## src/rtl/i2c_word_writer.sv

```systemverilog
// rtl/i2c_word_writer.sv - serializes a 24-bit codec word as one I2C write transaction
// Define I2C_ACK_CHECK_EN to flag NACKs on ACK_ERR and cut the transfer short to STOP.
module i2c_word_writer #(
  parameter int CLK_DIV  = 16,
  parameter int IDLE_GAP = 8
) (
  input  logic        CLOCK,
  input  logic        RESET,
  input  logic        GO,
  input  logic [23:0] DATA,
  output logic        END,
  output logic        ACK_ERR,
  output logic        I2C_SCLK,
  output logic        I2C_SDAT_OE,
  input  logic        I2C_SDAT_IN
);

  typedef enum logic [2:0] {S_IDLE, S_START, S_BIT, S_STOP, S_GAP, S_DONE} state_t;

  localparam logic [15:0] LP_DIV_LAST = 16'(CLK_DIV - 1);
  localparam logic [15:0] LP_GAP_LAST = 16'(IDLE_GAP - 1);

  state_t      r_state;
  logic [15:0] r_div;
  logic [15:0] r_gap;
  logic [1:0]  r_q;
  logic [4:0]  r_bit;
  logic [23:0] r_shreg;
  logic        r_go_d;
  logic        r_end;
  logic        r_ack_err;
  logic        r_scl;
  logic        r_oe;

  logic w_qtick;
  logic w_accept;
  logic w_ack_slot;
  logic w_nack_stop;

  assign w_qtick    = (r_div == LP_DIV_LAST);
  assign w_accept   = GO & ~r_go_d & (r_state == S_IDLE);
  assign w_ack_slot = (r_bit == 5'd8) || (r_bit == 5'd17) || (r_bit == 5'd26);

`ifdef I2C_ACK_CHECK_EN
  // ACK_ERR is sticky within a transfer, so it doubles as the abort flag at q3
  assign w_nack_stop = w_ack_slot & r_ack_err;
`else
  logic w_unused_sda;
  assign w_nack_stop  = 1'b0;
  assign w_unused_sda = I2C_SDAT_IN;
`endif

  assign END         = r_end;
  assign ACK_ERR     = r_ack_err;
  assign I2C_SCLK    = r_scl;
  assign I2C_SDAT_OE = r_oe;

  always_ff @(posedge CLOCK or posedge RESET) begin
    if (RESET) begin
      r_state   <= S_IDLE;
      r_div     <= 16'd0;
      r_gap     <= 16'd0;
      r_q       <= 2'd0;
      r_bit     <= 5'd0;
      r_shreg   <= 24'd0;
      r_go_d    <= 1'b0;
      r_end     <= 1'b1;
      r_ack_err <= 1'b0;
      r_scl     <= 1'b1;
      r_oe      <= 1'b0;
    end else begin
      r_go_d <= GO;
      r_div  <= w_qtick ? 16'd0 : r_div + 16'd1;
      case (r_state)
        S_IDLE: begin
          if (w_accept) begin
            r_shreg   <= DATA;
            r_end     <= 1'b0;
            r_ack_err <= 1'b0;
            r_div     <= 16'd0;
            r_q       <= 2'd0;
            r_bit     <= 5'd0;
            r_state   <= S_START;
          end
        end
        S_START: begin
          if (w_qtick) begin
            if (r_q == 2'd0) begin
              r_oe <= 1'b1;
              r_q  <= 2'd1;
            end else begin
              r_scl   <= 1'b0;
              r_q     <= 2'd0;
              r_state <= S_BIT;
            end
          end
        end
        S_BIT: begin
          if (w_qtick) begin
            r_q <= r_q + 2'd1;
            case (r_q)
              2'd0: r_oe <= w_ack_slot ? 1'b0 : ~r_shreg[23];
              2'd1: r_scl <= 1'b1;
              2'd2: begin
`ifdef I2C_ACK_CHECK_EN
                if (w_ack_slot && I2C_SDAT_IN) r_ack_err <= 1'b1;
`endif
              end
              default: begin
                r_scl <= 1'b0;
                if (!w_ack_slot) r_shreg <= {r_shreg[22:0], 1'b0};
                if (r_bit == 5'd26 || w_nack_stop) r_state <= S_STOP;
                else r_bit <= r_bit + 5'd1;
              end
            endcase
          end
        end
        S_STOP: begin
          if (w_qtick) begin
            case (r_q)
              2'd0: begin
                r_oe <= 1'b1;
                r_q  <= 2'd1;
              end
              2'd1: begin
                r_scl <= 1'b1;
                r_q   <= 2'd2;
              end
              default: begin
                r_oe    <= 1'b0;
                r_q     <= 2'd0;
                r_gap   <= 16'd0;
                r_state <= S_GAP;
              end
            endcase
          end
        end
        S_GAP: begin
          if (w_qtick) begin
            if (r_gap == LP_GAP_LAST) r_state <= S_DONE;
            else r_gap <= r_gap + 16'd1;
          end
        end
        S_DONE: begin
          r_end   <= 1'b1;
          r_state <= S_IDLE;
        end
        default: r_state <= S_IDLE;
      endcase
    end
  end

endmodule

```

## config.mk

```make
export PLATFORM = sky130hd
export DESIGN_NAME = i2c_word_writer
export DESIGN_NICKNAME = d
export VERILOG_FILES = /design/src/rtl/i2c_word_writer.sv
export SDC_FILE = /design/constraint.sdc
export NUM_CORES = 1
export LEC_CHECK = 0
export CAP_MARGIN = 20
export CORE_UTILIZATION = 60
export CTS_BUF_LIST = sky130_fd_sc_hd__clkbuf_8
export DETAILED_ROUTE_END_ITERATION = 8
export GPL_ROUTABILITY_DRIVEN = 0
export PLACE_DENSITY = 0.89
export SYNTH_ARGS = -nofsm -noshare
export SYNTH_HDL_FRONTEND = slang
export SYNTH_SLANG_ARGS = --single-unit
```

## constraint.sdc

```tcl
create_clock -name CLOCK -period 2.5 [get_ports CLOCK]
set_input_delay 0.375 -clock CLOCK [delete_from_list [all_inputs] [get_ports CLOCK]]
set_output_delay 0.375 -clock CLOCK [all_outputs]
set_load 0.01 [all_outputs]
```

* Word level (Yosys, flattened, before mapping) *
Cells that the tools add are included.

storage, ports and cells
  word-level logic and storage cells = 121
  register bits after elaboration = 70

cells by class
  bitwise operators = 4
  add/subtract/negate cells = 4
  multiplexer cells = 53
  equality and inequality tests = 30
  reduce and logical (&&, ||, !) cells = 20

operator list
  operator                                         number
  2-to-1 mux 16 bit                                7
  2-to-1 mux 24 bit                                4
  one-hot mux 24 bit (2 select lines)              1
  != test 2 bit (second input constant)            18
  adder 16 x 1 -> 16 bit (second input constant)   2
  one-hot mux 16 bit (2 select lines)              1
  2-to-1 mux 3 bit                                 10
  2-to-1 mux 5 bit                                 4
  AND reduction 5 bit                              4
  == test 16 x 3 -> 1 bit (second input constant)  1
  == test 16 x 4 -> 1 bit (second input constant)  1
  one-hot mux 3 bit (5 select lines)               1
  AND reduction 7 bit                              2
  2-to-1 mux 1 bit                                 13
  == test 5 bit (second input constant)            2
  one-hot mux 5 bit (2 select lines)               1
  AND reduction 10 bit                             1
  2-to-1 mux 2 bit                                 4
  one-hot mux 2 bit (4 select lines)               1
  == test 3 x 2 -> 1 bit (second input constant)   2
  == test 3 bit (second input constant)            2
  one-hot mux 1 bit (2 select lines)               3
  one-hot mux 1 bit (3 select lines)               2
  nonzero test 2 bit                               3
  17 further kinds                                 21

* Logic depth before layout (Yosys ltp) *
  word-level depth = 7
  mapped depth = 8
  depth with buffers taken out = 7

* Worst setup path before layout *
Ideal clock, no wire load.

  path kind = flip-flop to flip-flop
  from = register r_state[1]
  to = register r_shreg[3]
  clock period less this slack = 2.018 ns
  path slack = 0.482 ns
  arrival = 1.899 ns
  cell stages (with the launch flop) = 8
  path through = dfrtp_1 > or3b_1 > a211o_1 > or2_1 > buf_6 > buf_6 > o22a_1 > o21a_1

between the ends
  word-level cells in the longest chain between the ends = 4
  elaborated cells between the ends (all ways) = 10

RTL lines
  item                           RTL line  source
  start: declaration             23        state_t r_state;
  start signal: assignment       60        r_state <= S_IDLE;
  start signal: assignment       83        r_state <= S_START;
  start signal: assignment       94        r_state <= S_BIT;
  logical NOT 3 bit              41, 74
  AND 1 bit                      41        assign w_accept = GO & ~r_go_d & (r_state == S_IDLE);
  != test 2 bit (no line)        -
  AND reduction 5 bit (no line)  -
  end signal: assignment         111       if (!w_ack_slot) r_shreg <= {r_shreg[22:0], 1'b0};
  end: declaration               28        logic [23:0] r_shreg;

Parallel ways exist; a longest one is shown, timed or not.
A chain may end at the register's enable or synchronous reset.

* Worst setup path in the final report *
  from = register r_div[13]
  to = register r_gap[14]

between the ends
  word-level cells in the longest chain between the ends = 3
  elaborated cells between the ends (all ways) = 4

RTL lines
  item                               RTL line  source
  start: declaration                 24        logic [15:0] r_div;
  start signal: assignment           73        r_div <= w_qtick ? 16'd0 : r_div + 16'd1;
  == test 16 x 4 -> 1 bit (*)        40        assign w_qtick = (r_div == LP_DIV_LAST);
  != test 2 bit (no line)            -
  AND reduction 5 bit (no line) (*)  -
  end signal: assignment             141       else r_gap <= r_gap + 16'd1;
  end: declaration                   25        logic [15:0] r_gap;

Every way passes the cells marked *; elsewhere a longest branch is shown, timed or not.

==> results.json <==
{
  "status": "finished clean",
  "cts.path.max_buffers": 2,
  "drive_gt1_frac": 0.0845,
  "maxCapViolCount": 0,
  "synthArstFlopShare": 1.00,
  "synth.area.top_cells": "dfrtp_1 (46%), o22a_1 (5.4%), o21a_1 (4.9%), ha_1 (3.7%), nor2_1 (2.9%)",
  "synth_top_cell_area_share": 0.459,
  "synthToLayoutAreaGrowth_pct": 16.5,
  "grt_overflow": 0,
  "cts_tree": "yes",
  "fmax_ghz": 0.444,
  "max-vdd-ir-drop_uv": 542,
  "die_h_um": 80.6,
  "initialDrtViolationCount": 156,
  "syn-instance-count": 374,
  "grt_start_max_net_pins": 36,
  "yosysTopAreaCell": "dfrtp_1",
  "crit_chain": "nor4_1 > and4_1 > and4_2 > a41oi_1 > a31oi_1",
  "grt_use_met3": 0.0648,
  "viasPerCell": 6.34,
  "synthFlopType": "dfrtp_1",
  "fin_skew_ns": 0.0104,
  "cp-end-kind": "register",
  "yosysUniqueCellTypes": 47,
  "synth_edf_count": 0,
  "critical_path_required_ns": 2.77,
  "cts_sinks": 70,
  "cts_inserted_buffers": 9,
  "grt.busiest_layer": "met2",
  "antenna_found_initial": 0,
  "post-route-period-util": 0.902,
  "layout_min_cycle_time_ns": 2.25,
  "use_met1": 0.330,
  "first_global_vias": 2960,
  "dp_hpwl_um": 5400,
  "min_path_type": "in2async",
  "rsz0062_at_grt": "false",
  "synth-seq-cells": 70,
  "die-area_sq_um": 6500,
  "routedWlPerCell_um": 15.9,
  "setup_viol": 0,
  "yosysSeqAreaShare": 0.473,
  "final_hold_viol_count": 0,
  "cp_max_fo": 11,
  "num_antenna_cells": 0,
  "rows": 28,
  "wl_um": 7800,
  "antenna_left": 0,
  "crit_slowest_cell": "and4_1",
  "fin_nets": 448,
  "drv_slew": 0,
  "insertion_delay_ns": 0.35,
  "die_w_um": 80.6,
  "synth.cell_area_sq_um": 3710,
  "tightest_slew_ns": 0.640,
  "track_usage": 0.267,
  "drc": 0,
  "ys_warn_count": 0,
  "grt_pass1_wl_um": 13300,
  "syn-num-nets": 413,
  "initial_core_util": 0.622,
  "ios": 32,
  "reg2reg_depth": 5,
  "drt_first_pass_iters": 4,
  "crit_arrival_ns": 2.53,
  "coreArea_sq_um": 5960,
  "power_per_cell_area_nw_per_um2": 745,
  "vias": 3101,
  "p_leak_uw": 0.00174,
  "met2_usage": 0.439,
  "htree_levels": 3,
  "crit_path_max_incr_delay_ns": 0.53,
  "portBuffers": 29,
  "cts.clk_slew.worst_paths_ns": 0.08,
  "avgSynthCellArea_sq_um": 9.91,
  "cts_setup_buffers": 0,
  "cp-start-kind": "register",
  "slew_headroom": 0.573,
  "root_buffer": "clkbuf_8",
  "worstSetupPathType": "reg2reg",
  "finalPower_uw": 3220,
  "holdWs_ns": 0.227
}
-- logic make-up (layout without fill, tap and decap cells) --
group                      after synthesis  in the layout  synth area share
muxes                                    6              6            0.0169
other                                    1              1           0.00101
DFF                                     70             70             0.473
xor gates and xnor gates                14             14            0.0331
buffers and inverters                   32             72            0.0452
AOI/OAI and AO/OA                      123            123             0.235
adders and majority gates               11             11            0.0371
and+or+nand+nor                        117            117             0.159
-- layout make-up --
| class | instances | area [sq um] |
|---|---|---|
| sequential | 70 | 1750 |
| fill | 435 | 1640 |
| inverter | 13 | 48.8 |
| multi-input combinational | 272 | 1790 |
| tap | 75 | 93.8 |
| clock inverter | 5 | 50.0 |
| timing repair buffer | 43 | 433 |
| clock buffer | 11 | 151 |
-- placed cells by master, fill, tap and decap left out, drive strengths merged, types with 13 or more instances in the layout --
cell type,instances
dfrtp,68
nor2,29
clkdlybuf4s50,29
o21a,24
nand2,23
o22a,23
o21ai,19
a21oi,18
nand3,17
inv,15
buf,14
a31oi,13
-- routing by layer --
| metal | wire length [um] | up-vias | share of wire |
|---|---|---|---|
| li1 | - | 1452 | - |
| met1 | 3370 | 1534 | 0.43 |
| met2 | 3840 | 99 | 0.49 |
| met3 | 439 | 16 | 0.056 |
| met4 | 150 | 0 | 0.019 |
| met5 | 0 | - | 0 |
-- flip-flops by register name, indices dropped and copies added, names as in the netlist --
signal and flops:
r_bit 5, r_shreg 24, r_go_d 1, I2C_SDAT_OE 1, r_state 3, r_gap 16, END 1, r_div 16
r_q 2, I2C_SCLK 1
-- final timing paths --
| check | slack, ns | to | start |
|---|---|---|---|
| worst max-delay path | 0.25 | r_gap[14] | r_div[13] |
| worst min-delay path | 0.23 | I2C_SDAT_OE | RESET |
| worst max register to register | 0.25 | r_gap[14] | r_div[13] |
| worst min register to register | 0.49 | r_div[0] | r_div[0] |
| max in group asynchronous | 1.63 | END | RESET |
| min in group CLOCK | 0.48 | r_go_d | GO |
-- critical path: cells and delay by family, from the launching register on --
kind,cells,cell delay (ns)
AND/OR/NAND/NOR,3,1.44
AO/OA/AOI/OAI,2,0.32
flip-flops,1,0.43
-- where the power goes --
group / switching (uW) / internal, uW / total, uW
clock network: 429 / 507 / 936
logic: 321 / 371 / 692
registers: 202 / 1390 / 1590
-- per-stage QoR --
| stage | TNS (ns) | setup WS, ns | utilization | std cells | instance area, sq um |
|---|---|---|---|---|---|
| after CTS | 0 | 0.187 | 0.725 | 489 | 4320 |
| after floorplan | 0 | 0.360 | - | 374 | 3710 |
| after global routing | 0 | 0.00899 | 0.725 | 489 | 4320 |
| final | 0 | 0.245 | 0.725 | 489 | 4320 |
| after detailed placement | -0.0510 | -0.0202 | 0.691 | 473 | 4120 |
| after global placement | 0 | 0.0235 | 0.691 | 473 | 4120 |
-- what timing repair did --
item                                    in CTS  in global routing
hold buffers                                 0                  0
gates resized for setup                      0                  1
endpoints found under the setup margin       0                  9
-- cell usage after synthesis, types with 3 or more instances --
library cell / count
dfrtp_1: 68
nor2_1: 29
o21a_1: 24
nand2_1: 23
o22a_1: 23
o21ai_0: 19
a21oi_1: 18
nand3_1: 17
a31oi_1: 13
inv_1: 13
ha_1: 11
clkbuf_1: 10
xnor2_1: 10
and3_1: 9
nand4_1: 9
nor3_1: 8
o31ai_1: 8
nor4_1: 6
buf_6: 5
nand2b_1: 5
mux2i_1: 4
xor2_1: 4
and4_1: 3
Note: power is estimated with default switching activity, not from simulation.
